===== config.mk =====
export PLATFORM = sky130hd
export DESIGN_NAME = glbl_reg_arb
export DESIGN_NICKNAME = d
export VERILOG_FILES = /design/src/rtl/glbl_arb_pkg.sv /design/src/rtl/glbl_arb_tmo.sv /design/src/rtl/glbl_reg_arb.sv
export SDC_FILE = /design/constraint.sdc
export NUM_CORES = 1
export LEC_CHECK = 0
export BUFFER_PORTS_ARGS = -buffer_cell sky130_fd_sc_hd__buf_2
export CORE_ASPECT_RATIO = 1.25
export CORE_MARGIN = 5
export CORE_UTILIZATION = 37
export DETAILED_ROUTE_END_ITERATION = 12
export HOLD_SLACK_MARGIN = 0.15
export PLACE_DENSITY = 0.66
export SYNTH_ARGS = -nofsm -noshare
export SYNTH_HDL_FRONTEND = slang
export SYNTH_SLANG_ARGS = --single-unit
export TNS_END_PERCENT = 30

===== constraint.sdc =====
create_clock -name mclk -period 3.25 [get_ports mclk]
set_clock_uncertainty 0.2 [all_clocks]
set_input_delay 0.325 -clock mclk [delete_from_list [all_inputs] [get_ports mclk]]
set_output_delay 0.325 -clock mclk [all_outputs]
set_load 0.01 [all_outputs]

===== src/rtl/glbl_arb_pkg.sv =====
// Shared types and defaults for the two-master global register bus arbiter.
package glbl_arb_pkg;

  typedef enum logic [1:0] {
    IDLE = 2'd0,
    BUSY = 2'd1,
    RESP = 2'd2
  } arb_state_t;

  localparam logic [31:0] ERR_DATA_DEF = 32'hDEAD_0BAD;
  localparam int unsigned TMO_CYC_DEF  = 255;

  typedef struct packed {
    logic        wr;
    logic [7:0]  addr;
    logic [31:0] wdata;
    logic [3:0]  be;
  } arb_req_t;

  function automatic arb_req_t make_req(input logic        wr,
                                        input logic [7:0]  addr,
                                        input logic [31:0] wdata,
                                        input logic [3:0]  be);
    arb_req_t r;
    r.wr    = wr;
    r.addr  = addr;
    r.wdata = wdata;
    r.be    = be;
    return r;
  endfunction

endpackage


===== src/rtl/glbl_arb_tmo.sv =====
// 8-bit clearable access timeout counter; expired_o flags the last allowed BUSY cycle.
module glbl_arb_tmo
  import glbl_arb_pkg::*;
#(
  parameter int unsigned TMO_CYC = TMO_CYC_DEF
) (
  input  logic clk_i,
  input  logic rst_ni,
  input  logic clr_i,
  input  logic en_i,
  output logic expired_o
);

  logic [7:0] cnt_q;
  logic [7:0] cnt_d;

  always_comb begin
    cnt_d = cnt_q;
    if (clr_i) begin
      cnt_d = '0;
    end else if (en_i) begin
      cnt_d = cnt_q + 8'd1;
    end
  end

  always_ff @(posedge clk_i or negedge rst_ni) begin
    if (!rst_ni) begin
      cnt_q <= '0;
    end else begin
      cnt_q <= cnt_d;
    end
  end

  assign expired_o = (cnt_q == 8'(TMO_CYC - 1));

endmodule


===== src/rtl/glbl_reg_arb.sv =====
// Round-robin arbiter for two masters on the global register bus, one access in
// flight, with a per-access timeout that completes the access with an error.
module glbl_reg_arb
  import glbl_arb_pkg::*;
#(
  parameter int unsigned TMO_CYC  = TMO_CYC_DEF,
  parameter logic [31:0] ERR_DATA = ERR_DATA_DEF
) (
  input  logic        mclk,
  input  logic        reset_n,
  input  logic        rq0_cs,
  input  logic        rq0_wr,
  input  logic [7:0]  rq0_addr,
  input  logic [31:0] rq0_wdata,
  input  logic [3:0]  rq0_be,
  output logic [31:0] rq0_rdata,
  output logic        rq0_ack,
  output logic        rq0_err,
  input  logic        rq1_cs,
  input  logic        rq1_wr,
  input  logic [7:0]  rq1_addr,
  input  logic [31:0] rq1_wdata,
  input  logic [3:0]  rq1_be,
  output logic [31:0] rq1_rdata,
  output logic        rq1_ack,
  output logic        rq1_err,
  output logic        reg_cs,
  output logic        reg_wr,
  output logic [7:0]  reg_addr,
  output logic [31:0] reg_wdata,
  output logic [3:0]  reg_be,
  input  logic [31:0] reg_rdata,
  input  logic        reg_ack,
  output logic        tmo_flag,
  output logic        tmo_id,
  input  logic        tmo_clr,
  output logic        gnt_id
);

  arb_state_t       state_q,    state_d;
  logic             last_gnt_q, last_gnt_d;
  logic             gnt_id_q,   gnt_id_d;
  arb_req_t         req_q,      req_d;
  logic             reg_cs_q,   reg_cs_d;
  logic [1:0][31:0] rdata_q,    rdata_d;
  logic [1:0]       err_q,      err_d;
  logic [1:0]       ack_q,      ack_d;
  logic             tmo_flag_q, tmo_flag_d;
  logic             tmo_id_q,   tmo_id_d;
  logic             pick;
  logic             cnt_clr;
  logic             cnt_en;
  logic             tmo_exp;

  glbl_arb_tmo #(
    .TMO_CYC (TMO_CYC)
  ) u_tmo (
    .clk_i     (mclk),
    .rst_ni    (reset_n),
    .clr_i     (cnt_clr),
    .en_i      (cnt_en),
    .expired_o (tmo_exp)
  );

  always_comb begin
    state_d    = state_q;
    last_gnt_d = last_gnt_q;
    gnt_id_d   = gnt_id_q;
    req_d      = req_q;
    reg_cs_d   = reg_cs_q;
    rdata_d    = rdata_q;
    err_d      = err_q;
    ack_d      = '0;
    // A timeout setting the flag on the same edge as tmo_clr overrides the clear.
    tmo_flag_d = tmo_flag_q & ~tmo_clr;
    tmo_id_d   = tmo_id_q;
    pick       = 1'b0;
    cnt_clr    = 1'b0;
    cnt_en     = 1'b0;

    unique case (state_q)
      IDLE: begin
        if (rq0_cs || rq1_cs) begin
          pick       = (rq0_cs && rq1_cs) ? ~last_gnt_q : rq1_cs;
          req_d      = pick ? make_req(rq1_wr, rq1_addr, rq1_wdata, rq1_be)
                            : make_req(rq0_wr, rq0_addr, rq0_wdata, rq0_be);
          reg_cs_d   = 1'b1;
          cnt_clr    = 1'b1;
          last_gnt_d = pick;
          gnt_id_d   = pick;
          state_d    = BUSY;
        end
      end
      BUSY: begin
        if (reg_ack) begin
          reg_cs_d          = 1'b0;
          rdata_d[gnt_id_q] = reg_rdata;
          err_d[gnt_id_q]   = 1'b0;
          ack_d[gnt_id_q]   = 1'b1;
          state_d           = RESP;
        end else if (tmo_exp) begin
          reg_cs_d          = 1'b0;
          rdata_d[gnt_id_q] = ERR_DATA;
          err_d[gnt_id_q]   = 1'b1;
          ack_d[gnt_id_q]   = 1'b1;
          tmo_flag_d        = 1'b1;
          tmo_id_d          = gnt_id_q;
          state_d           = RESP;
        end else begin
          cnt_en = 1'b1;
        end
      end
      RESP: begin
        state_d = IDLE;
      end
      default: begin
        state_d  = IDLE;
        reg_cs_d = 1'b0;
      end
    endcase
  end

  always_ff @(posedge mclk or negedge reset_n) begin
    if (!reset_n) begin
      state_q    <= IDLE;
      last_gnt_q <= 1'b1;
      gnt_id_q   <= 1'b0;
      req_q      <= '0;
      reg_cs_q   <= 1'b0;
      rdata_q    <= '0;
      err_q      <= '0;
      ack_q      <= '0;
      tmo_flag_q <= 1'b0;
      tmo_id_q   <= 1'b0;
    end else begin
      state_q    <= state_d;
      last_gnt_q <= last_gnt_d;
      gnt_id_q   <= gnt_id_d;
      req_q      <= req_d;
      reg_cs_q   <= reg_cs_d;
      rdata_q    <= rdata_d;
      err_q      <= err_d;
      ack_q      <= ack_d;
      tmo_flag_q <= tmo_flag_d;
      tmo_id_q   <= tmo_id_d;
    end
  end

  assign reg_cs    = reg_cs_q;
  assign reg_wr    = req_q.wr;
  assign reg_addr  = req_q.addr;
  assign reg_wdata = req_q.wdata;
  assign reg_be    = req_q.be;
  assign rq0_rdata = rdata_q[0];
  assign rq1_rdata = rdata_q[1];
  assign rq0_err   = err_q[0];
  assign rq1_err   = err_q[1];
  assign rq0_ack   = ack_q[0];
  assign rq1_ack   = ack_q[1];
  assign tmo_flag  = tmo_flag_q;
  assign tmo_id    = tmo_id_q;
  assign gnt_id    = gnt_id_q;

endmodule


==> impl_metrics.toml <==
[status]
status = "complete, no violations"

[worst_setup_path]
crit_path_frequent_cell = "inv_1"
cp_data_required_time_ns = 3.33
cp.arrival_ns = 3.03
worst_setup_path_end_kind = "register"
crit_fanout = 20
crit_family = "compound AO/OA/AOI/OAI gates"
cp-startpoint = "u_tmo.cnt_q[0]"
cpPeakStageDelay_ns = 0.78
path_cells = "inv_1 > ha_1 > nand3_1 > nor2_1 > o21ai_1 > inv_1 > o22a_1"
path_buf_inv = 2
cp_slowest_cell = "o21ai_1"
timing.rr.start = "u_tmo.cnt_q[0]"
critPathLaunchType = "register"
path_class = "register to register"

[clock_network]
post_cts_buffers = 0
cts_tree = "yes"
cts_sinks = 128
path_clk_slew_ns = 0.06
clock_path_buffers = 2
insertion_delay_ns = 0.39
numCtsBuffers = 17
cts_root_buffer = "clkbuf_16"
ctsHtreeMaxLevel = 4

[synth]
syn-num-nets = 561
syn_area_sq_um = 5207
synth-main-ff-cell = "dfrtp_1"
async_flop_share = 1.000
syn_area_per_cell_sq_um = 12.08
synthDistinctLibCells = 36
seq_area_frac_synth = 0.6153
synth_edf_count = 0
syn_inst = 431
ys_ff_latch = 128
yosys_warnings = 0

[sta]
rsz0062_at_grt = "false"
fmax_mhz = 338.8
worst_slew_pin_slew_ns = 1.004
hold_slack_ns = 0.2833
finalMaxSlewViolations = 0
fin_tns_setup_ns = 0
fin_crit_sh = 0.9082
relSlewSlack = 0.3282
period_needed_ns = 2.952
hold_viol = 0
setup_viol = 0

[global_routing]
grt-ovfl-total = 0
grt_pass1_wl_mm = 26.46
track_usage = 0.2014
antenna_found_initial = 1
grt_pass1_vias = 5432
grt_max_degree = 77

[placement]
place.gp.congestion = 0.7839
port_buffers = 244
dpl.hpwl_mm = 10.65

[drt]
drtPass1Iterations = 5
num_vias = 5017
drtIter0Drc = 236
ant_nets = 0
drt_wl_total_mm = 16.58
routed_via_density = 5.099
wire_per_inst_um = 16.85
post-route-drc-count = 0

[hold_path]
hp-class = "register to register"
worstHoldStart = "reg_wdata[7]"

[layout]
most-common-layout-cells = "buf_2, dfrtp_1, dlygate4sd3_1, nand2_1, o21ai_0"
nFillCells = 1048
fin_nets = 926
syn2layout_area_growth_pct = 62.83
drive_gt1_frac = 0.3540
layout_commonest_cell = "buf_2"

[power_and_ir_drop]
vdd_drop_max_mv = 0.4715
p_per_area_nw_per_um2 = 878.9
p_leak_nw = 4.150

[die]
die_h_um = 142.6
die_w_um = 116.1
initial_core_util = 0.3770
dieArea_sq_um = 16560
rows = 48
design.portCount = 245
coreArea_sq_um = 13810

[flow_run]
maxCapViolCount = 0
[stage by stage]
stage	cells	instance area, sq um	total power, mW	utilization	worst slack [ns]
floorplan	431	5207	4.124	-	1.376
global placement	825	6585	5.174	0.4767	0.3403
detailed placement	825	6585	5.259	0.4767	0.3178
CTS	983	8477	7.478	0.6137	0.3208
global route	984	8479	7.931	0.6139	0.005223
finish	984	8479	7.452	0.6139	0.2983
[report_power, final]
group          internal, mW  switching [mW]  leakage (nW)  total (mW)
Sequential             2.31           0.433          1.55        2.74
Clock                  1.32           0.679         0.303        2.00
Combinational          1.29            1.42          2.29        2.71
[final timing paths]
| path | to | slack [ns] | depth (start not counted) |
|---|---|---|---|
| worst max-delay path | rq0_rdata[11] | 0.30 | 7 |
| worst min-delay path | reg_wdata[7] | 0.28 | 2 |
| worst max register to register | rq0_rdata[11] | 0.30 | 7 |
| worst min register to register | reg_wdata[7] | 0.28 | 2 |
| max in group asynchronous | rq1_rdata[18] | 1.67 | 3 |
| min in group asynchronous | rq1_rdata[10] | 0.43 | 2 |
[routing by layer]
metal	global-route usage	vias to the layer above	wire length (um)
met5	0	-	0
met4	0.08308	0	445
met3	0.06104	32	1605
met2	0.3343	258	7982
met1	0.2434	2420	6549
li1	-	2307	-
[flip-flops by register name, summed over array words and instances, names as in the netlist, named ones only]
| register | cells |
|---|---|
| ack_q | 2 |
| gnt_id | 1 |
| last_gnt_q | 1 |
| reg_addr | 8 |
| reg_be | 4 |
| reg_cs | 1 |
| reg_wdata | 32 |
| reg_wr | 1 |
| rq0_rdata | 32 |
| rq1_rdata | 32 |
| state_q | 2 |
| tmo_flag | 1 |
| tmo_id | 1 |
| u_tmo.cnt_q | 8 |
[cell usage after synthesis (2+ instances only)]
| master | count | area (sq um) |
|---|---|---|
| o22a_1 | 38 | 332.8 |
| o211ai_1 | 2 | 15.01 |
| ha_1 | 2 | 25.02 |
| or3_1 | 3 | 18.77 |
| and3_1 | 3 | 18.77 |
| nand4_1 | 3 | 18.77 |
| nand2_1 | 50 | 187.7 |
| dfrtp_1 | 127 | 3178 |
| a31oi_1 | 2 | 12.51 |
| o21ai_0 | 48 | 240.2 |
| nor2_1 | 7 | 26.28 |
| nand3_1 | 16 | 80.08 |
| buf_4 | 6 | 45.04 |
| mux2i_1 | 46 | 460.4 |
| a21boi_0 | 2 | 15.01 |
| inv_1 | 4 | 15.01 |
| buf_6 | 2 | 22.52 |
| clkbuf_1 | 12 | 45.04 |
| a22o_1 | 27 | 236.5 |
| o21ai_1 | 3 | 15.01 |
| buf_2 | 10 | 50.05 |
| a21oi_1 | 4 | 20.02 |
[cells by family after synthesis]
logic type               synth area share
buffers and inverters             0.03484
AND/OR/NAND/NOR                   0.07809
multiplexers                      0.09058
flip-flops                         0.6153
AO/OA/AOI/OAI                      0.1764
adder cells (fa/ha/maj)          0.004805
[worst reg2reg max path, stage by stage (launching register included)]
cell and delay, ns:
dfrtp_1 0.44, inv_1 0.07, ha_1 0.20, nand3_1 0.10, nor2_1 0.09, o21ai_1 0.78
inv_1 0.59, o22a_1 0.37
[layout make-up]
| class | count | area (sq um) | share of cell area |
|---|---|---|---|
| Antenna cell | 1 | 2.502 | 0.0002951 |
| Timing Repair Buffer | 376 | 2570 | 0.3031 |
| Inverter | 5 | 18.77 | 0.002213 |
| Sequential cell | 128 | 3204 | 0.3779 |
| Multi-Input combinational cell | 268 | 1844 | 0.2175 |
| Tap cell | 175 | 219.0 | 0.02582 |
| Clock buffer | 21 | 460.4 | 0.05430 |
| Clock inverter | 10 | 160.2 | 0.01889 |
[timing repair]
item | 4_1_cts | 5_1_grt
hold buffers | 127 | 0
hold endpoints to repair | 185 | 0
gates resized for setup | 0 | 0
Power figures use the tool's default switching activity.
